### src/rtl/counter_sequencer.sv
// rtl/counter_sequencer.sv - modulo-N count sequencer: run/pause/stop/repeat FSM over a WIDTH-bit counter
module counter_sequencer #(
    parameter int WIDTH = 5,
    parameter int REP_W = 4
) (
    input  logic             clk,
    input  logic             clear,
    input  logic             cfg_valid,
    output logic             cfg_ready,
    input  logic [WIDTH-1:0] cfg_mod,
    input  logic [REP_W-1:0] cfg_reps,
    input  logic             cfg_down,
    input  logic             start,
    input  logic             pause,
    input  logic             stop,
    output logic [WIDTH-1:0] count,
    output logic             tc,
    output logic             done,
    output logic             busy,
    output logic [1:0]       state,
    output logic [REP_W-1:0] rep_left
);

    typedef enum logic [1:0] {
        IDLE  = 2'd0,
        RUN   = 2'd1,
        PAUSE = 2'd2,
        DONE  = 2'd3
    } state_t;

    state_t           st_q, st_d;
    logic [WIDTH-1:0] count_d;
    logic [REP_W-1:0] rep_d;

    // Stored config is what the host wrote; run config is frozen at start so
    // a write in the same cycle as start only affects the following run.
    logic [WIDTH-1:0] mod_q, run_mod_q, run_mod_d;
    logic [REP_W-1:0] reps_q;
    logic             down_q, run_down_q, run_down_d;

    logic [WIDTH-1:0] term_v, first_v, idle_first_v;

    // A modulus of 0 means 2^WIDTH, which falls out of WIDTH-bit wraparound.
    assign term_v       = run_down_q ? '0 : run_mod_q - WIDTH'(1);
    assign first_v      = run_down_q ? run_mod_q - WIDTH'(1) : '0;
    assign idle_first_v = down_q ? mod_q - WIDTH'(1) : '0;

    always_ff @(posedge clk or posedge clear) begin
        if (clear) begin
            st_q       <= IDLE;
            count      <= '0;
            rep_left   <= '0;
            mod_q      <= '0;
            reps_q     <= '0;
            down_q     <= 1'b0;
            run_mod_q  <= '0;
            run_down_q <= 1'b0;
        end else begin
            st_q       <= st_d;
            count      <= count_d;
            rep_left   <= rep_d;
            run_mod_q  <= run_mod_d;
            run_down_q <= run_down_d;
            if (st_q == IDLE && cfg_valid) begin
                mod_q  <= cfg_mod;
                reps_q <= cfg_reps;
                down_q <= cfg_down;
            end
        end
    end

    always_comb begin
        st_d       = st_q;
        count_d    = count;
        rep_d      = rep_left;
        run_mod_d  = run_mod_q;
        run_down_d = run_down_q;
        case (st_q)
            IDLE: begin
                if (start) begin
                    st_d       = RUN;
                    count_d    = idle_first_v;
                    rep_d      = reps_q;
                    run_mod_d  = mod_q;
                    run_down_d = down_q;
                end
            end
            RUN: begin
                if (stop) begin
                    st_d    = IDLE;
                    count_d = first_v;
                    rep_d   = '0;
                end else if (pause) begin
                    st_d = PAUSE;
                end else if (count == term_v) begin
                    count_d = first_v;
                    if (rep_left == REP_W'(1)) begin
                        st_d  = DONE;
                        rep_d = '0;
                    end else if (rep_left != '0) begin
                        rep_d = rep_left - REP_W'(1);
                    end
                end else if (run_down_q) begin
                    count_d = count - WIDTH'(1);
                end else begin
                    count_d = count + WIDTH'(1);
                end
            end
            PAUSE: begin
                if (stop) begin
                    st_d    = IDLE;
                    count_d = first_v;
                    rep_d   = '0;
                end else if (!pause) begin
                    st_d = RUN;
                end
            end
            DONE: begin
                st_d = IDLE;
            end
            default: begin
                st_d = IDLE;
            end
        endcase
    end

    assign cfg_ready = (st_q == IDLE);
    assign tc        = (st_q == RUN) && (count == term_v);
    assign done      = (st_q == DONE);
    assign busy      = (st_q == RUN) || (st_q == PAUSE);
    assign state     = st_q;

endmodule
### config.mk
export PLATFORM = sky130hd
export DESIGN_NAME = counter_sequencer
export DESIGN_NICKNAME = d
export VERILOG_FILES = /design/src/rtl/counter_sequencer.sv
export SDC_FILE = /design/constraint.sdc
export NUM_CORES = 1
export LEC_CHECK = 0
export ABC_CLOCK_PERIOD_IN_PS = 7000
export BUFFER_PORTS_ARGS = -buffer_cell sky130_fd_sc_hd__buf_2
export CORE_MARGIN = 5
export CORE_UTILIZATION = 61
export DETAILED_ROUTE_END_ITERATION = 7
export PLACE_DENSITY = 0.85
export SLEW_MARGIN = 30
export SYNTH_ARGS = -nofsm -noshare
export SYNTH_HDL_FRONTEND = slang
export SYNTH_SLANG_ARGS = --single-unit
### constraint.sdc
create_clock -name clk -period 7 [get_ports clk]
set_input_delay 1.05 -clock clk [delete_from_list [all_inputs] [get_ports clk]]
set_output_delay 1.05 -clock clk [all_outputs]
set_load 0.03 [all_outputs]
==> results_dict.tcl, run 1 <==
set metrics [dict create \
    numClockSinks 27 \
    period_needed_ns 3.91 \
    cp-end-kind "output port" \
    slew_violations 0 \
    max_stage_delay_ns 0.55 \
    syn_nets 236 \
    grt_pass1_wl_mm 7.00 \
    cp_data_arrival_time_ns 2.86 \
    worstSetupStartpoint "run_mod_q[0]" \
    via_per_inst 6.15 \
    place_hpwl_mm 3.18 \
    pwr-share-seq_pct 30.3 \
    vdd_drop_max_uv 236 \
    cts_resized 0 \
    synth_warnings 0 \
    swShare_pct 49.7 \
    holdWs_ns 0.529 \
    clock_latency_ns 0.33 \
    place_congestion 0.930 \
    drive_gt1_share_pct 23.4 \
    fin_crit_sh_pct 55.8 \
    endpoint "tc" \
    cpLargestDelayFamily "compound AO/OA/AOI/OAI gates" \
    antenna_found_initial 0 \
    dp.cells 275 \
    track_usage_pct 20.1 \
    yosysUniqueCellTypes 52 \
    synthFlopType "dfrtp_1" \
    firstDrtPassIters 5 \
    setup_tns_ns 0 \
    clkTransAtPathRegs_ns 0.15 \
    root_buffer "clkbuf_4" \
    hold_depth 1 \
    rr_worst_depth 8 \
    p_per_area_nw_per_um2 504 \
    hold_class "reg -> reg" \
    top_level_ports 31 \
    relSlewSlack_pct 48.1 \
    async_flop_share_pct 100 \
    path_cells "inv_1 -> ha_1 -> nor3b_1 -> nand2_1 -> a2111oi_0 -> o311a_2 -> and2_1 -> buf_2" \
    holdBufCountCts 0 \
    path_depth 8 \
    netSwitchingPower_w 0.000539 \
    layout.nets 265 \
    die_x_um 66.9 \
    core_area_um2 3080 \
    vias 1716 \
    syn_to_final_growth_pct 8.99 \
    cp.required_ns 5.95 \
    port_buffers 30 \
    yosysTopAreaCell "dfrtp_1" \
    final_hold_viol_count 0 \
    die_area_um2 4480 \
    row_count 20 \
    p_leak_nw 1.00 \
    first_global_vias 1481 \
    max_cap_viol_count 0 \
    htreeDepth 1 \
    r2r-start "run_mod_q[0]" \
    rsz0062_at_grt "no" \
    finalSetupViolCount 0 \
    r2r_end "rep_left[1]" \
    cts_buffers 3 \
    outcome "completed" \
    reg2reg_slack_ns 4.15 \
    synth_edf_count 0 \
    yosysSeqAreaShare_pct 34.2 \
    worstSetupPathType "reg -> out" \
    skew_ns 0.00928 \
    intPower_w 0.000546 \
    critPathMaxFanout 11 \
    ys_seq_elements 27 \
    ant_nets 0 \
    synthesis.area_um2 1980 \
    cts_tree "yes" \
    routedWlPerCell_um 15.1 \
    critPathLaunchType "flip-flop" \
    critPathSlowestCell "a2111oi_0" \
    wl_mm 4.22 \
    tightest_slew_ns 0.776 \
    ys_top_cells_by_area "dfrtp_1, mux2_2, ha_1" \
    placed_area_um2 2130 \
    grt_max_degree 28 \
    final_area_um2 2150 \
    start_util_pct 64.2 \
    syn_inst 207 \
    grt.overflow.total 0 \
    p_clk_share_pct 6.5 \
    drt_iter0_drc 251 \
    path_buf_inv 2 \
    diodes 0 \
    yosysTopAreaCellShare_pct 34.2 \
    p_comb_share_pct 63.2 \
    synthesis.area_per_instance_um2 9.54 \
    clockBufferDepth 2 \
    drc 0 \
    die_h_um 66.9 \
    fin_cells 279 \
    cts_setup_buffers 0 \
    clock.fmax_mhz 256 \
]
per-layer routing:
layer  global-route usage, %  wire, µm
met1                    28.7      1870
met2                    30.9      1910
met3                    4.72       409
met4                    4.30        30
met5                       0         0
per-stage QoR:
step	util, %	total power (W)	setup slack, ns
detailed placement	69.1	0.00101	3.52
floorplan	-	0.000872	3.75
global placement	69.1	0.000997	3.61
CTS	70.0	0.00108	3.12
finish	70.0	0.00108	3.09
global route	70.0	0.00118	2.88
synthesized netlist by cell type (2+ instances only):
cell type	number
a211o_1	2
a21o_1	2
a21oi_1	13
a31oi_1	3
a32oi_1	2
and2b_2	2
buf_2	2
clkbuf_8	2
dfrtp_1	27
ha_1	12
inv_1	14
mux2_2	14
mux2i_1	3
nand2_1	17
nand2b_1	2
nand3_1	5
nor2_1	15
nor2b_1	5
nor3_1	8
nor3b_1	2
nor4bb_1	2
o211ai_1	3
o21a_1	2
o21ai_0	5
o221a_2	2
o221ai_1	3
o31ai_1	2
o32ai_1	2
xnor2_1	6
xor2_1	6
registers in the layout, summed over array words and instances, names as in the netlist:
name / flops
state: 2
run_down_q: 1
count: 5
mod_q: 5
down_q: 1
run_mod_q: 5
reps_q: 4
rep_left: 4
layout by cell type (no fill, tap or decap), types with 5 or more instances in the layout:
master,netlist,layout
nor3_1,8,8
buf_2,2,30
a21oi_1,13,13
xnor2_1,6,6
inv_1,14,13
nor2_1,15,15
ha_1,12,12
xor2_1,6,6
mux2_2,14,14
nand2_1,17,17
dfrtp_1,27,27
o21ai_0,5,5
nor2b_1,5,5
nand3_1,5,5
kinds of logic after synthesis:
| kind of cell | count (synthesis) | synth area share (%) |
|---|---|---|
| and+or+nand+nor | 66 | 17.2 |
| AOI/OAI and AO/OA | 51 | 19.6 |
| DFF | 27 | 34.2 |
| buffers and inverters | 21 | 5.57 |
| xor gates and xnor gates | 12 | 5.32 |
| muxes | 17 | 9.50 |
| adders and majority gates | 13 | 8.61 |
power groups by stage:
stage	combinational, W	clock, W	sequential (W)
after global routing	0.000760	0.0000798	0.000342
after detailed placement	0.000681	0	0.000330
final	0.000686	0.0000704	0.000329
after CTS	0.000684	0.0000734	0.000327
after global placement	0.000671	0	0.000326
after floorplan	0.000528	0	0.000344
worst reg2reg max path, stage by stage (launching register included):
cell       delay, ns
dfrtp_1         0.46
inv_1           0.10
ha_1            0.21
nor3b_1         0.37
nand2_1         0.10
a2111oi_0       0.55
o311a_2         0.40
a31oi_1         0.22
mux2_2          0.34
worst min-delay path by stage:
stage,from,end,slack [ns]
after floorplan,run_mod_q[1],run_mod_q[1],0.47
after global placement,reps_q[0],reps_q[0],0.49
after detailed placement,reps_q[2],reps_q[2],0.50
after CTS,reps_q[2],reps_q[2],0.53
after global routing,reps_q[2],reps_q[2],0.56
final,reps_q[2],reps_q[2],0.53
cell type report:
class	instances	area, µm²
clock buffer	4	26.3
tap	44	55.1
sequential	27	676
timing repair buffer	30	150
multi-input combinational	159	1190
fill	258	925
inverter	15	56.3
(Power assumes the default switching activity.)
==> inputs of run 2 (changes only) <==
--- a/config.mk
+++ b/config.mk
@@ -5,12 +5,13 @@
 export SDC_FILE = /design/constraint.sdc
 export NUM_CORES = 1
 export LEC_CHECK = 0
-export ABC_CLOCK_PERIOD_IN_PS = 7000
+export ABC_AREA = 1
+export ABC_CLOCK_PERIOD_IN_PS = 3650
 export BUFFER_PORTS_ARGS = -buffer_cell sky130_fd_sc_hd__buf_2
 export CORE_MARGIN = 5
-export CORE_UTILIZATION = 61
+export CORE_UTILIZATION = 56
 export DETAILED_ROUTE_END_ITERATION = 7
-export PLACE_DENSITY = 0.85
+export PLACE_DENSITY = 0.79
 export SLEW_MARGIN = 30
 export SYNTH_ARGS = -nofsm -noshare
 export SYNTH_HDL_FRONTEND = slang
==> constraint.sdc (replaced) <==
create_clock -name clk -period 3.65 [get_ports clk]
set_input_delay 0.5475 -clock clk [delete_from_list [all_inputs] [get_ports clk]]
set_output_delay 0.5475 -clock clk [all_outputs]
set_load 0.03 [all_outputs]
==> run 2 against run 1 <==
Global-route usage decreased by 0.55 points; via count down 2.9%; setup slack worse by 2.1 ns; largest cell class unchanged.
==> results_dict.tcl, run 2 <==
set metrics [dict create \
    ys_seq_elements 27 \
    yosysUniqueCellTypes 29 \
    cts_tree "yes" \
    synthFlopType "dfrtp_1" \
    track_usage_pct 19.6 \
    cts_setup_buffers 0 \
    clock_latency_ns 0.33 \
    top_level_ports 31 \
    start_util_pct 56.8 \
    finalSetupViolCount 0 \
    die_h_um 67.7 \
    synth.most_common_cell "nand2_1" \
    slew_violations 0 \
    synth_edf_count 0 \
    ys_top_cells_by_area "dfrtp_1, nand2_1, ha_1" \
    place_congestion 0.921 \
    largestRegisters "count x5, mod_q x5, run_mod_q x5" \
    drt_iter0_drc 148 \
    placed_area_um2 2060 \
    skew_ns 0.00999 \
    critPathMaxFanout 8 \
    first_global_vias 1593 \
    syn_to_final_growth_pct 11.5 \
    mostFrequentLayoutCells "nand2_1, inv_1, buf_2" \
    die_area_um2 4590 \
    syn_nets 277 \
    cp-end-kind "output port" \
    yosysTopAreaCell "dfrtp_1" \
    clock.fmax_mhz 369 \
    numClockSinks 27 \
    outcome "completed" \
    row_count 21 \
    cts_buffers 3 \
    regArea_um2 676 \
    htreeDepth 1 \
    wl_mm 4.11 \
    rsz0062_at_grt "no" \
    async_flop_share_pct 100 \
    vias 1666 \
    critPathLaunchType "flip-flop" \
    relSlewSlack_pct 61.0 \
    antenna_found_initial 0 \
    final_common_cell "nand2_1" \
    multi_input_area_um2 1030 \
    port_buffers 30 \
    r2r-start "run_mod_q[0]" \
    core_area_um2 3280 \
    die_x_um 67.7 \
    worstSetupPathType "reg -> out" \
    cts_resized 0 \
    grt_pass1_wl_mm 6.98 \
    routedWlPerCell_um 12.7 \
    holdWs_ns 0.241 \
    tightest_slew_ns 0.586 \
    holdBufCountCts 0 \
    yosysTopAreaCellShare_pct 36.2 \
    place_hpwl_mm 3.18 \
    cp.required_ns 3.10 \
    drive_gt1_share_pct 19.4 \
    final_area_um2 2080 \
    clkTransAtPathRegs_ns 0.15 \
    grt_max_degree 28 \
    layout.nets 309 \
    synthesis.area_um2 1870 \
    setup_tns_ns 0 \
    clockBufferDepth 2 \
    worstSetupStartpoint "run_mod_q[0]" \
    yosysSeqAreaShare_pct 36.2 \
    timing.final.ws_setup_ns 0.942 \
    via_per_inst 5.13 \
    period_needed_ns 2.71 \
    root_buffer "clkbuf_4" \
    fin_crit_sh_pct 74.2 \
    synthesis.area_per_instance_um2 7.53 \
    grt.overflow.total 0 \
    cp_data_arrival_time_ns 2.16 \
    synth_common_cells "nand2_1, inv_1, nor2_1" \
    drc 0 \
    dp_worst_setup_slack_ns 1.34 \
    hold_class "in -> async" \
    max_cap_viol_count 0 \
    ant_nets 0 \
    final_hold_viol_count 0 \
    syn_inst 248 \
    synth_warnings 0 \
    firstDrtPassIters 4 \
    fillers 313 \
    diodes 0 \
]
[run 2: cell types whose count changed after synthesis, sizes merged, moves of 11 or more]
cell	previous run	this run
nand3	5	21
a21oi	13	24
nor2	15	30
nand2	17	53
o21ai	5	19
inv	14	36
[run 2: kinds of logic (layout without fill, tap and decap cells)]
logic type | Yosys count | after routing | synth area share, %
xor+xnor | 7 | 7 | 3.69
fa+ha+maj | 13 | 13 | 9.12
flops | 27 | 27 | 36.2
buf+inv | 39 | 70 | 8.38
mux | 4 | 4 | 2.41
compound gates | 45 | 45 | 13.1
simple gates | 113 | 113 | 27.1
[run 2: cell type report]
type	count	share of cell area [%]
clock buffer	4	1.26
inverter	36	6.61
multi-input combinational	182	49.7
sequential	27	32.5
tap	46	2.76
timing repair buffer	30	7.21
[run 2: metal layers]
metal / up-vias / routed length [µm] / track usage [%]
met3: 4 / 166 / 3.00
met4: 0 / 32 / 4.56
met5: - / 0 / 0
li1: 864 / - / -
met2: 33 / 2000 / 33.7
met1: 765 / 1920 / 25.8
[run 2: critical path, cell delays in order, from the launching register on]
cell	delay, ns
dfrtp_1	0.43
inv_1	0.16
ha_1	0.30
nor2_2	0.09
nor2_1	0.05
nor2_1	0.11
nand3_1	0.10
nor2_2	0.13
nand3_4	0.15
nor2_1	0.12
buf_2	0.20
[run 2: stage by stage]
stage / util [%] / cells
floorplan: - / 248
finish: 63.4 / 325
CTS: 63.4 / 325
global placement: 62.6 / 321
global route: 63.4 / 325
detailed placement: 62.6 / 321
[run 2: path summary, 6_finish.rpt]
kind / endpoint / slack [ns] / cells after the start
min in group clk: reps_q[2] / 0.43 / 2
max in group asynchronous: run_mod_q[3] / 3.02 / 2
min: reps_q[2] / 0.24 / 2
max reg2reg: rep_left[0] / 1.59 / 12
min reg2reg: reps_q[1] / 0.53 / 1
max: tc / 0.94 / 10
Power of run 2 is left out: the tool's default activity adds up to more than one toggle a clock period on the data nets, which glitch-free logic cannot reach.
==> inputs of run 3 (changes only) <==
--- a/config.mk
+++ b/config.mk
@@ -6,12 +6,12 @@
 export NUM_CORES = 1
 export LEC_CHECK = 0
 export ABC_AREA = 1
-export ABC_CLOCK_PERIOD_IN_PS = 3650
+export ABC_CLOCK_PERIOD_IN_PS = 2200
 export BUFFER_PORTS_ARGS = -buffer_cell sky130_fd_sc_hd__buf_2
 export CORE_MARGIN = 5
-export CORE_UTILIZATION = 56
+export CORE_UTILIZATION = 51
 export DETAILED_ROUTE_END_ITERATION = 7
-export PLACE_DENSITY = 0.79
+export PLACE_DENSITY = 0.76
 export SLEW_MARGIN = 30
 export SYNTH_ARGS = -nofsm -noshare
 export SYNTH_HDL_FRONTEND = slang
==> constraint.sdc (replaced) <==
create_clock -name clk -period 2.2 [get_ports clk]
set_input_delay 0.33 -clock clk [delete_from_list [all_inputs] [get_ports clk]]
set_output_delay 0.33 -clock clk [all_outputs]
set_load 0.03 [all_outputs]
==> run 3 against run 2 <==
Final cell count is 2.2% higher; setup slack worse by 0.81 ns; global-route usage is 2.6 points lower; non-clock buffer count is 5 higher; register-to-register slack worse by 1.4 ns; wire length is 0.44% lower; critical path depth stayed put; hold slack worse by 0.15 ns; via count is 1.1% higher; die area is 8.3% higher; sequential share of layout area is 1.2 points lower; critical endpoint unchanged.
==> results_dict.tcl, run 3 (synthesis results as in run 2) <==
set metrics [dict create \
    tightest_slew_ns 0.502 \
    cts_tree "yes" \
    fin_util_pct 60.0 \
    place_congestion 0.862 \
    multi_input_area_um2 1050 \
    grt_use_met1_pct 23.4 \
    clock.fmax_mhz 483 \
    period_needed_ns 2.07 \
    met2_usage_pct 26.8 \
    drt_iter0_drc 118 \
    core_area_um2 3610 \
    grt_max_degree 28 \
    row_count 22 \
    routedWlPerCell_um 12.3 \
    outcome "completed" \
    fillers 348 \
    root_buffer "clkbuf_8" \
    p_per_area_nw_per_um2 1800 \
    ant_nets 0 \
    htreeDepth 1 \
    cp.required_ns 1.87 \
    critPathLaunchType "flip-flop" \
    place_hpwl_mm 3.13 \
    final_area_um2 2160 \
    hold_class "in -> async" \
    placed_area_um2 2070 \
    track_usage_pct 17.0 \
    numClockSinks 27 \
    power_w 0.00390 \
    port_buffers 30 \
    grt_pass1_wl_mm 6.93 \
    holdBufCountCts 0 \
    critPathSlowestCell "dfrtp_1" \
    first_global_vias 1587 \
    antenna_found_initial 0 \
    max_stage_delay_ns 0.40 \
    mostFrequentLayoutCells "nand2_1, inv_1, buf_2" \
    fin_crit_sh_pct 94.1 \
    cts_buffers 3 \
    syn_to_final_growth_pct 16.0 \
    via_per_inst 5.07 \
    finalSetupViolCount 0 \
    relSlewSlack_pct 66.4 \
    p_leak_nw 1.12 \
    layout.nets 314 \
    critPathMaxFanout 3 \
    max_cap_viol_count 0 \
    drc 0 \
    worstSetupPathType "reg -> out" \
    holdWs_ns 0.0890 \
    grt_use_met3_pct 1.58 \
    busiest_layer "met2" \
    grt.overflow.total 0 \
    drive_gt1_share_pct 22.2 \
    top_level_ports 31 \
    cp_data_arrival_time_ns 1.74 \
    regArea_um2 677 \
    die_area_um2 4970 \
    firstDrtPassIters 4 \
    largestRegisters "count x5, mod_q x5, run_mod_q x5" \
    vdd_drop_max_uv 735 \
    clockBufferDepth 2 \
    vias 1684 \
    cp-end-kind "output port" \
    die_x_um 70.5 \
    skew_ns 0.00245 \
    final_common_cell "nand2_1" \
    clkTransAtPathRegs_ns 0.09 \
    start_util_pct 51.8 \
    final_hold_viol_count 0 \
    clock_latency_ns 0.28 \
    slew_violations 0 \
    diodes 0 \
    wl_mm 4.10 \
    path_cells "inv_2 -> ha_4 -> nor2_2 -> nor2_1 -> nor2_1 -> nand3_1 -> nor2_2 -> nand3_4 -> nor2_2 -> buf_6" \
    crit_top_cell "nor2_2" \
    die_h_um 70.5 \
]
run 3: final cells by class:
class                      count  area share, %
multi-input combinational    182           48.5
sequential                    27           31.3
inverter                      36           6.36
timing repair buffer          35           8.96
tap                           48           2.77
clock buffer                   3           1.91
clock inverter                 1          0.231
run 3: worst paths after layout:
| path | from | to | slack (ns) | cells after the start |
|---|---|---|---|---|
| setup / recovery | run_mod_q[0] | tc | 0.13 | 10 |
| min in group clk | cfg_reps[1] | reps_q[1] | 0.27 | 2 |
| hold reg to reg | reps_q[1] | reps_q[1] | 0.53 | 1 |
| hold / removal | clear | mod_q[3] | 0.09 | 3 |
| setup reg to reg | state[1] | rep_left[3] | 0.24 | 10 |
| max in group asynchronous | clear | run_down_q | 1.84 | 3 |
run 3: worst max-delay path, delay by kind of cell (launching register included):
kind | cells | cell delay, ns
fa+ha+maj | 1 | 0.21
flops | 1 | 0.40
simple gates | 7 | 0.64
buf+inv | 2 | 0.22
run 3: where the power goes:
group	leakage, nW	switching (W)	internal, W
Combinational	0.777	0.00163	0.000954
Sequential	0.319	0.000277	0.000752
Clock	0.0255	0.000158	0.000127
run 3: metrics by stage:
step | TNS (ns) | instances | setup slack, ns
floorplan | 0 | 248 | 0.149
global placement | 0 | 325 | 0.272
detailed placement | 0 | 325 | 0.220
CTS | 0 | 330 | 0.0174
global route | -0.0233 | 332 | -0.0233
finish | 0 | 332 | 0.130
run 3: repair_timing:
item	in CTS	in global routing
setup endpoints to repair	1	3
gates resized for setup	1	5
buffers inserted	1	2
hold endpoints to repair	0	0
pin swaps	0	3
run 3: layer usage:
layer / routed length (µm) / vias up / part of all wire (%)
li1: - / 876 / -
met1: 1960 / 764 / 48
met2: 1880 / 35 / 46
met3: 158 / 9 / 3.9
met4: 92 / 0 / 2.2
met5: 0 / - / 0
